<file path="config.mk">
export PLATFORM = sky130hd
export DESIGN_NAME = instr_mem_loader_flat
export DESIGN_NICKNAME = d
export VERILOG_FILES = /design/src/rtl/instr_mem_loader_if.sv /design/src/rtl/instr_mem_loader.sv /design/src/flat_wrapper.sv
export SDC_FILE = /design/constraint.sdc
export NUM_CORES = 1
export LEC_CHECK = 0
export CORE_MARGIN = 2
export CORE_UTILIZATION = 45
export DETAILED_ROUTE_END_ITERATION = 7
export PLACE_DENSITY = 0.7
export SLEW_MARGIN = 10
export SYNTH_ARGS = -nofsm -noshare
export SYNTH_HDL_FRONTEND = slang
export SYNTH_SLANG_ARGS = --single-unit
export TNS_END_PERCENT = 10
</file>
<file path="constraint.sdc">
create_clock -name i_clk -period 2.35 [get_ports i_clk]
set_input_delay 0.3525 -clock i_clk [delete_from_list [all_inputs] [get_ports i_clk]]
set_output_delay 0.3525 -clock i_clk [all_outputs]
set_load 0.005 [all_outputs]
</file>
<file path="src/rtl/instr_mem_loader_if.sv">
// -----------------------------------------------------------------------------
// instr_mem_loader_if
// Bundles the byte stream coming from the debug UART receiver and the
// instruction-memory write port / CPU control outputs of instr_mem_loader.
//
//   i_rx_data     [7:0]        received byte
//   i_rx_valid                 one-cycle strobe, i_rx_data valid this cycle
//   o_wr_en                    instruction memory write enable (1-cycle pulse)
//   o_wr_addr     [NBITS-1:0]  byte address of the write
//   o_wr_data     [NBITS-1:0]  instruction word being written
//   o_cpu_enable               1 = CPU/PC may advance
//   o_busy                     1 while a program load is in progress
//   o_error                    sticky overflow flag
//   o_word_count  [7:0]        words written since the last load command
//
// master: the side that feeds bytes and consumes the write port (UART/bench).
// slave : the loader itself.
// -----------------------------------------------------------------------------
interface instr_mem_loader_if #(
   parameter int unsigned NBITS = 32
);
   logic [7:0]       i_rx_data;
   logic             i_rx_valid;
   logic             o_wr_en;
   logic [NBITS-1:0] o_wr_addr;
   logic [NBITS-1:0] o_wr_data;
   logic             o_cpu_enable;
   logic             o_busy;
   logic             o_error;
   logic [7:0]       o_word_count;

   modport master (
      output i_rx_data, i_rx_valid,
      input  o_wr_en, o_wr_addr, o_wr_data, o_cpu_enable, o_busy, o_error,
             o_word_count
   );

   modport slave (
      input  i_rx_data, i_rx_valid,
      output o_wr_en, o_wr_addr, o_wr_data, o_cpu_enable, o_busy, o_error,
             o_word_count
   );
endinterface

</file>
<file path="src/rtl/instr_mem_loader.sv">
// -----------------------------------------------------------------------------
// instr_mem_loader
// Loads a program into instruction memory from a byte stream and keeps the CPU
// stalled until loading is finished. After CMD_LOAD, every group of four bytes
// (MSB first) becomes one instruction written at byte address 0, 4, 8, ...
// Loading ends on HALT_WORD (which is still written) and releases the CPU;
// CMD_RUN in idle releases the CPU without loading. A word that would not fit
// in CELDAS byte cells is not written and locks the block in ERROR.
//
// Ports:
//   i_clk    clock, rising edge
//   i_reset  synchronous, active-high reset
//   bus      instr_mem_loader_if.slave (byte input, write port, status)
// -----------------------------------------------------------------------------
module instr_mem_loader #(
   parameter int unsigned      NBITS     = 32,
   parameter int unsigned      CELDAS    = 60,
   parameter logic [7:0]       CMD_LOAD  = 8'h4C,
   parameter logic [7:0]       CMD_RUN   = 8'h52,
   parameter logic [NBITS-1:0] HALT_WORD = {NBITS{1'b1}}
) (
   input  logic               i_clk,
   input  logic               i_reset,
   instr_mem_loader_if.slave  bus
);

   typedef enum logic [2:0] {
      S_IDLE,
      S_RECV,
      S_WRITE,
      S_DONE,
      S_ERROR
   } state_e;

   // addr + 3 <= CELDAS - 1 rewritten as addr <= CELDAS - 4: no carry out of
   // the addition can ever disturb the bound check.
   localparam logic [NBITS-1:0] LAST_ADDR = NBITS'(CELDAS - 4);

   state_e           state_q, state_d;
   logic [NBITS-1:0] addr_q, addr_d;
   logic [1:0]       byte_idx_q, byte_idx_d;
   logic [NBITS-1:0] word_q, word_d;
   logic             wr_en_q, wr_en_d;
   logic [NBITS-1:0] wr_addr_q, wr_addr_d;
   logic [NBITS-1:0] wr_data_q, wr_data_d;
   logic [7:0]       word_count_q, word_count_d;

   logic [NBITS-1:0] word_shifted;

   // New byte enters at the bottom, so the first byte ends up as the MSB.
   assign word_shifted = {word_q[NBITS-9:0], bus.i_rx_data};

   // ---------------------------------------------------------------------------
   // State register
   // ---------------------------------------------------------------------------
   always_ff @(posedge i_clk) begin
      // NOTE: the reset is synchronous, so it is the first branch inside the
      // clocked block and i_reset stays out of the sensitivity list.
      if (i_reset) begin
         state_q      <= S_IDLE;
         addr_q       <= '0;
         byte_idx_q   <= '0;
         word_q       <= '0;
         wr_en_q      <= 1'b0;
         wr_addr_q    <= '0;
         wr_data_q    <= '0;
         word_count_q <= '0;
      end else begin
         // NOTE: non-blocking assignments so every register samples the values
         // from before this edge, independent of statement order.
         state_q      <= state_d;
         addr_q       <= addr_d;
         byte_idx_q   <= byte_idx_d;
         word_q       <= word_d;
         wr_en_q      <= wr_en_d;
         wr_addr_q    <= wr_addr_d;
         wr_data_q    <= wr_data_d;
         word_count_q <= word_count_d;
      end
   end

   // ---------------------------------------------------------------------------
   // Next-state and datapath logic
   // ---------------------------------------------------------------------------
   always_comb begin
      // NOTE: every variable gets a default first, so no path can leave one
      // unassigned and infer a latch.
      state_d      = state_q;
      addr_d       = addr_q;
      byte_idx_d   = byte_idx_q;
      word_d       = word_q;
      wr_en_d      = 1'b0;
      wr_addr_d    = wr_addr_q;
      wr_data_d    = wr_data_q;
      word_count_d = word_count_q;

      case (state_q)
         S_IDLE: begin
            if (bus.i_rx_valid) begin
               if (bus.i_rx_data == CMD_LOAD) begin
                  state_d      = S_RECV;
                  addr_d       = '0;
                  byte_idx_d   = '0;
                  word_count_d = '0;
               end else if (bus.i_rx_data == CMD_RUN) begin
                  state_d = S_DONE;
               end
            end
         end

         S_RECV: begin
            // Command byte values are plain data here.
            if (bus.i_rx_valid) begin
               word_d     = word_shifted;
               byte_idx_d = byte_idx_q + 2'd1;
               if (byte_idx_q == 2'd3) begin
                  state_d = S_WRITE;
               end
            end
         end

         S_WRITE: begin
            byte_idx_d = '0;
            if (addr_q <= LAST_ADDR) begin
               wr_en_d   = 1'b1;
               wr_addr_d = addr_q;
               wr_data_d = word_q;
               if (word_count_q != 8'hFF) begin
                  word_count_d = word_count_q + 8'd1;
               end
               if (word_q == HALT_WORD) begin
                  state_d = S_DONE;
               end else begin
                  state_d = S_RECV;
                  addr_d  = addr_q + NBITS'(4);
                  // A byte landing in this cycle is byte 0 of the next word.
                  if (bus.i_rx_valid) begin
                     word_d     = word_shifted;
                     byte_idx_d = 2'd1;
                  end
               end
            end else begin
               state_d = S_ERROR;
            end
         end

         default: begin
            // S_DONE / S_ERROR: terminal until reset, bytes ignored.
         end
      endcase
   end

   // ---------------------------------------------------------------------------
   // Outputs
   // ---------------------------------------------------------------------------
   always_comb begin
      bus.o_wr_en      = wr_en_q;
      bus.o_wr_addr    = wr_addr_q;
      bus.o_wr_data    = wr_data_q;
      bus.o_word_count = word_count_q;
      bus.o_busy       = (state_q == S_RECV) || (state_q == S_WRITE);
      bus.o_cpu_enable = (state_q == S_DONE);
      bus.o_error      = (state_q == S_ERROR);
   end

endmodule

</file>
<file path="src/flat_wrapper.sv">
// flat-port wrapper written by rule: the top's interface ports become plain ports
module instr_mem_loader_flat 
#(
   parameter int unsigned      NBITS     = 32,
   parameter int unsigned      CELDAS    = 60,
   parameter logic [7:0]       CMD_LOAD  = 8'h4C,
   parameter logic [7:0]       CMD_RUN   = 8'h52,
   parameter logic [NBITS-1:0] HALT_WORD = {NBITS{1'b1}}
)
  (i_clk, i_reset, bus_i_rx_data, bus_i_rx_valid, bus_o_wr_en, bus_o_wr_addr, bus_o_wr_data, bus_o_cpu_enable, bus_o_busy, bus_o_error, bus_o_word_count);
  instr_mem_loader_if #(.NBITS(NBITS)) bus_i ();
  input  logic i_clk;
  input  logic i_reset;
  input wire logic [$bits(bus_i.i_rx_data)-1:0] bus_i_rx_data;
  input wire logic [$bits(bus_i.i_rx_valid)-1:0] bus_i_rx_valid;
  output wire logic [$bits(bus_i.o_wr_en)-1:0] bus_o_wr_en;
  output wire logic [$bits(bus_i.o_wr_addr)-1:0] bus_o_wr_addr;
  output wire logic [$bits(bus_i.o_wr_data)-1:0] bus_o_wr_data;
  output wire logic [$bits(bus_i.o_cpu_enable)-1:0] bus_o_cpu_enable;
  output wire logic [$bits(bus_i.o_busy)-1:0] bus_o_busy;
  output wire logic [$bits(bus_i.o_error)-1:0] bus_o_error;
  output wire logic [$bits(bus_i.o_word_count)-1:0] bus_o_word_count;
  assign bus_i.i_rx_data = bus_i_rx_data;
  assign bus_i.i_rx_valid = bus_i_rx_valid;
  assign bus_o_wr_en = bus_i.o_wr_en;
  assign bus_o_wr_addr = bus_i.o_wr_addr;
  assign bus_o_wr_data = bus_i.o_wr_data;
  assign bus_o_cpu_enable = bus_i.o_cpu_enable;
  assign bus_o_busy = bus_i.o_busy;
  assign bus_o_error = bus_i.o_error;
  assign bus_o_word_count = bus_i.o_word_count;
  instr_mem_loader #(.NBITS(NBITS), .CELDAS(CELDAS), .CMD_LOAD(CMD_LOAD), .CMD_RUN(CMD_RUN), .HALT_WORD(HALT_WORD)) u_core (.i_clk(i_clk), .i_reset(i_reset), .bus(bus_i));
endmodule
</file>
# [Yosys cells after proc, flatten, opt, wreduce, memory -nomap -nowiden]
# Index checks and enable logic that the tools add are counted.
[totals] register_bits=142 word_cells=72 out_inout_bits=76 inputBits=11
[classes] n_bitwise=1 order_cmp=1 eq_ne=17 n_addsub=3 n_reduce_logical=12 muxes=30
[op_table] cell="2-to-1 mux 32 bit" count=7
[op_table] cell="one-hot mux 32 bit (2 select lines)" count=2
[op_table] cell="adder 32 x 3 -> 32 bit, second input constant" count=1
[op_table] cell="== test 32 bit, second input constant" count=1
[op_table] cell="<= comparator 32 x 6 -> 1 bit, second input constant" count=1
[op_table] cell="2-to-1 mux 8 bit" count=4
[op_table] cell="2-to-1 mux 3 bit" count=6
[op_table] cell="== test 8 x 7 -> 1 bit, second input constant" count=2
[op_table] cell="one-hot mux 8 bit (2 select lines)" count=1
[op_table] cell="AND reduction 5 bit" count=3
[op_table] cell="2-to-1 mux 2 bit" count=6
[op_table] cell="one-hot mux 3 bit (3 select lines)" count=1
[op_table] cell="adder 8 x 1 -> 8 bit, second input constant" count=1
[op_table] cell="inequality test 2 x 1 -> 1 bit, second input constant" count=4
[op_table] cell="inequality test 8 bit, second input constant" count=1
[op_table] cell="== test 3 x 2 -> 1 bit, second input constant" count=2
[op_table] cell="inequality test 2 bit, second input constant" count=3
[op_table] cell="one-hot mux 2 bit (3 select lines)" count=1
[op_table] cell="AND reduction 4 bit" count=1
[op_table] cell="nonzero test 2 bit" count=2
[op_table] cell="== test 3 x 1 -> 1 bit, second input constant" count=1
[op_table] cell="== test 3 bit, second input constant" count=1
[op_table] cell="zero test 3 bit" count=1
[op_table] cell="inequality test 3 x 1 -> 1 bit, second input constant" count=1
[op_table] cell="other kinds (9)" count=10

# [Depth between registers and ports, before layout]
# Gate-level depths: netlist of the first run.
[depth] ltp_word=5 depth_mapped=10 depth_no_buf=8

# [Worst setup path before layout of the first run]
# Ideal clock, no wire load.
[synth_path] kind="register to register" start="register u_core.addr_q[2]" end="register u_core.word_q[10]" path_stages_with_launch=10 arrival_ns=1.778 path_buffers=1 slack_ns=0.445 synth_period_minus_slack_ns=1.905 required_time_ns=2.222 setup_ns=0.128 cell_sequence="dfxtp_1 inv_1 ha_1 nand4b_1 nand4_2 a211oi_1 o211ai_2 buf_4 mux2i_1 nor2_1"
[synth_via] elab_chain_len=3
[synth_rtl] element="start: declaration" line="instr_mem_loader.sv:40" text="logic [NBITS-1:0] addr_q, addr_d;"
[synth_rtl] element="start signal: assignment" line="instr_mem_loader.sv:72" text="addr_q <= addr_d;"
[synth_rtl] element="<= comparator 32 x 6 -> 1 bit" line="instr_mem_loader.sv:124" text="if (addr_q <= LAST_ADDR) begin"
[synth_rtl] element="inequality test 2 x 1 -> 1 bit (no line)"
[synth_rtl] element="AND reduction 3 bit (no line)"
[synth_rtl] element="end signal: assignment" line="instr_mem_loader.sv:74" text="word_q <= word_d;"
[synth_rtl] element="end: declaration" line="instr_mem_loader.sv:42" text="logic [NBITS-1:0] word_q, word_d;"
# Every way passes these cells.
# A chain may end at the register's enable or synchronous reset.

# [Final worst setup path of the first run]
[layout_path] start="register u_core.addr_q[28]" end="register u_core.addr_q[5]"
[layout_via] elab_chain_len=3
[layout_rtl] element="<= comparator 32 x 6 -> 1 bit" line="instr_mem_loader.sv:124"
[layout_rtl] element="inequality test 2 x 1 -> 1 bit (no line)"
[layout_rtl] element="AND reduction 5 bit (no line)"
# Every way passes these cells.

==> summary.txt, run 1 <==
GRT
  – First-pass GRT wire length: 18,200 um
  – Gr ovfl total: 0
  – Vias in the first global route: slightly below 4,000
  – Largest net degree at the start of global routing: 52
  – Initial antenna violation count: 0
  – Total GRT Usage: between 10% and 20%

Synthesis
  – Post-synth ARST share: 0%
  – Synth Cell Area: a little over 5000 um^2
  – Syn_area_per_cell: between 9 and 10 um^2
  – Yosys reg bits: approximately 140
  – Sequential-to-total area share from yosys stat: around 55%
  – Synth warnings: 0
  – Synth Flop Type: dfxtp_1
  – Synth Instances: 530
  – Post-synth EDFFs: 0
  – Yosys cell types: 50

STA
  – Final period utilization: about nine tenths
  – Tmin final: between 2 and 2.5 ns
  – Final Skew: just under 0.009 ns
  – Max-slew violation count: 0
  – Final hold violation count: 0
  – Fmax: about 0.47 GHz
  – Setup-failing EPs final: 0
  – Max_slew headroom: around half
  – RSZ-0062 raised after global routing: no
  – Worst Max-Slew Pin Slew: 0.740 ns

Route
  – Routed wire length per instance: ~14 um
  – Detailed Route Iter0 Violations: approximately 120
  – Met2 WL: between 5000 and 6000 um
  – Met1 WL: ~5000 um
  – Drt drc: 0
  – Vias per cell: between 5 and 6
  – Met3 wire length: 512 um
  – Post-Route WL: 10,800 um
  – Top Layer Used: met4
  – Drt pass-1 iters: 5
  – Antenna viol nets, final: 0
  – Vias: just under 4,000

Floorplan
  – Ports: a little under 90
  – Die footprint: 12,100 um^2
  – Initial core utilization: a little under half
  – Die Y: between 100 and 150 um
  – Rows: 38
  – Core ar.: 10,900 um^2
  – Die width: between 100 and 150 um

Finish
  – Area growth syn-to-layout: 34.9%
  – Share of cells above drive strength 1: between 10% and 20%
  – Finished Layout Cells: roughly 790
  – Final Cell Area: 6810 um^2
  – NumNets Final: 650
  – Antenna cell count: 0

Flow run
  – Max-cap violations: 0

CTS
  – Post-CTS sizing: 5
  – CTS tree: built
  – CTS HTree Levels: 4
  – Reg clk slew, reported paths: about 0.060 ns
  – Worst-skew pair later-pin latency: about 0.51 ns
  – Post-CTS Hold Fix Bufs: 0
  – Clk buf depth: 2
  – Post-CTS Setup Bufs: 0
  – Root buf cell: clkbuf_8
  – CTS buffer count: 17
  – Clk sinks: 138

Min path
  – HP Class: primary input to flip-flop
  – HP Start: i_reset

Setup path
  – Worst Setup Start Kind: flip-flop
  – CP required: 2.79 ns
  – Critical path startpoint: u_core.addr_q[28]
  – Maximum fanout along the worst path: 7
  – R2R Path Start: u_core.addr_q[28]
  – R2r setup slk: ~0.24 ns
  – Crit. End Element: flip-flop
  – Setup CP Type: flip-flop to flip-flop
  – CP arrival: ~2.5 ns

Power
  – Clock power frac: between 40 and 50%
  – Combinational power share: 10.8%
  – Psw: ~1.4 mW
  – Leakage power: roughly 2.7 nW
  – Switching part of the total: between 20% and 30%
  – Worst VDD drop: 0.596 mV
  – Flop pwr share: between 40% and 50%
  – Internal power: about 4.3 mW
  – Pwr dens: ~840 nW/um^2

Place
  – Placed Cells: between 700 and 800
  – Placed wire-length estimate: 7460 um
  – DP Area: a little over 6000 um^2
  – Port bufs: 84
  – Routability Congestion: just over 0.8

Run status
  – Status: finished clean
-- cells in the final DEF, fill, tap and decap left out, types with 4 or more instances in the layout --
master           instances
o21a_1                   6
xor2_1                   5
dfxtp_1                135
or3_1                    4
clkinvlp_4               5
ha_1                     5
o21ai_0                  4
nand2_1                 79
clkbuf_16               16
and2_1                  43
a21oi_1                 46
mux2i_1                 33
nor3_1                   7
clkdlybuf4s50_1         82
nor3b_1                  4
nand4_1                 11
nand3_1                  6
nor4_2                   4
buf_4                   30
nor2_1                  58
-- cell usage after synthesis, types with 2 or more instances --
library cell / n / area share (%)
xor2_1: 5 / 0.87
and4_1: 2 / 0.35
nor3_1: 7 / 0.69
nor4_4: 2 / 0.84
o21a_1: 6 / 0.89
nor4_1: 3 / 0.37
mux2i_1: 33 / 6.5
o21ai_0: 4 / 0.40
nand4_1: 11 / 1.4
nor2b_1: 2 / 0.25
buf_2: 7 / 0.69
and2_2: 2 / 0.30
or3_1: 4 / 0.50
ha_1: 5 / 1.2
nand2b_1: 2 / 0.25
nor4_2: 4 / 0.99
and2_1: 43 / 5.3
nand2_1: 81 / 6.0
clkbuf_1: 18 / 1.3
nor3b_1: 4 / 0.59
o211ai_1: 2 / 0.30
nand3_1: 6 / 0.59
nand4_2: 2 / 0.50
o2111ai_1: 3 / 0.52
buf_4: 5 / 0.74
dfxtp_1: 138 / 55
inv_1: 3 / 0.22
a21oi_1: 46 / 4.6
nor2_1: 59 / 4.4
-- final cells by class --
type	count	area, um^2
inverter	3	11.3
multi-input combinational	358	2150
clock inverter	13	168
tap	140	175
fill	893	4070
timing repair buffer	116	1100
sequential	138	2770
clock buffer	19	442
-- state kept, by name (all words and copies together), names as in the netlist --
register                 flops
u_core.bus.o_wr_addr        30
u_core.bus.o_word_count      8
u_core.word_q               32
u_core.bus.o_wr_en           1
u_core.bus.o_wr_data        32
u_core.state_q               3
u_core.byte_idx_q            2
u_core.addr_q               30
-- worst paths after layout --
kind                              endpoint  cells past startpoint
setup reg to reg          u_core.addr_q[5]                      6
hold / removal    u_core.bus.o_wr_addr[10]                      3
setup / recovery          u_core.addr_q[5]                      6
hold reg to reg    u_core.bus.o_wr_data[8]                      2
-- metrics by stage --
step	setup TNS, ns	setup WS [ns]	util [%]	power [mW]	hold WS (ns)
2_1_floorplan	0	0.445	-	2.87	0.431
3_3_place_gp	-0.00254	-0.00135	56.8	3.07	0.442
3_5_place_dp	-0.424	-0.0897	56.8	3.09	0.444
4_1_cts	0	0.00216	62.5	5.75	0.325
5_1_grt	0	0.0630	62.6	5.93	0.325
6_report	0	0.241	62.6	5.70	0.327
-- power by group through the flow --
stage,Sequential [mW],Clock (mW),Combinational [mW]
2_1_floorplan,2.46,0,0.403
3_3_place_gp,2.47,0,0.599
3_5_place_dp,2.48,0,0.612
4_1_cts,2.43,2.70,0.621
5_1_grt,2.43,2.82,0.672
6_report,2.43,2.66,0.617
-- routing by layer --
layer | track usage, % | vias to the layer above
li1 | - | 2006
met1 | 24.8 | 1863
met2 | 30.6 | 72
met3 | 5.87 | 4
met4 | 5.70 | 0
met5 | 0 | -
-- critical path, cell delays in order (launching register included) --
cell	delay (ns)
dfxtp_1	0.32
nor4_2	0.32
nand4_2	0.27
nor3_4	0.33
a21oi_1	0.25
or3_1	0.40
a21oi_1	0.14
-- logic make-up after synthesis --
group | after synthesis | share of synthesized area, %
AO/OA/AOI/OAI | 67 | 7.76
buffers and inverters | 35 | 3.32
multiplexers | 33 | 6.54
AND/OR/NAND/NOR | 246 | 25.5
other | 1 | 0.0743
XOR/XNOR | 5 | 0.867
adder cells (fa/ha/maj) | 5 | 1.24
flip-flops | 138 | 54.7
Note: power is estimated with default switching activity, not from simulation.
==> run 2: changes to the inputs <==
- ABC_CLOCK_PERIOD_IN_PS: default -> 2350
==> results of run 2 <==
Final layout, timing and power as in run 1 (identical DEF).
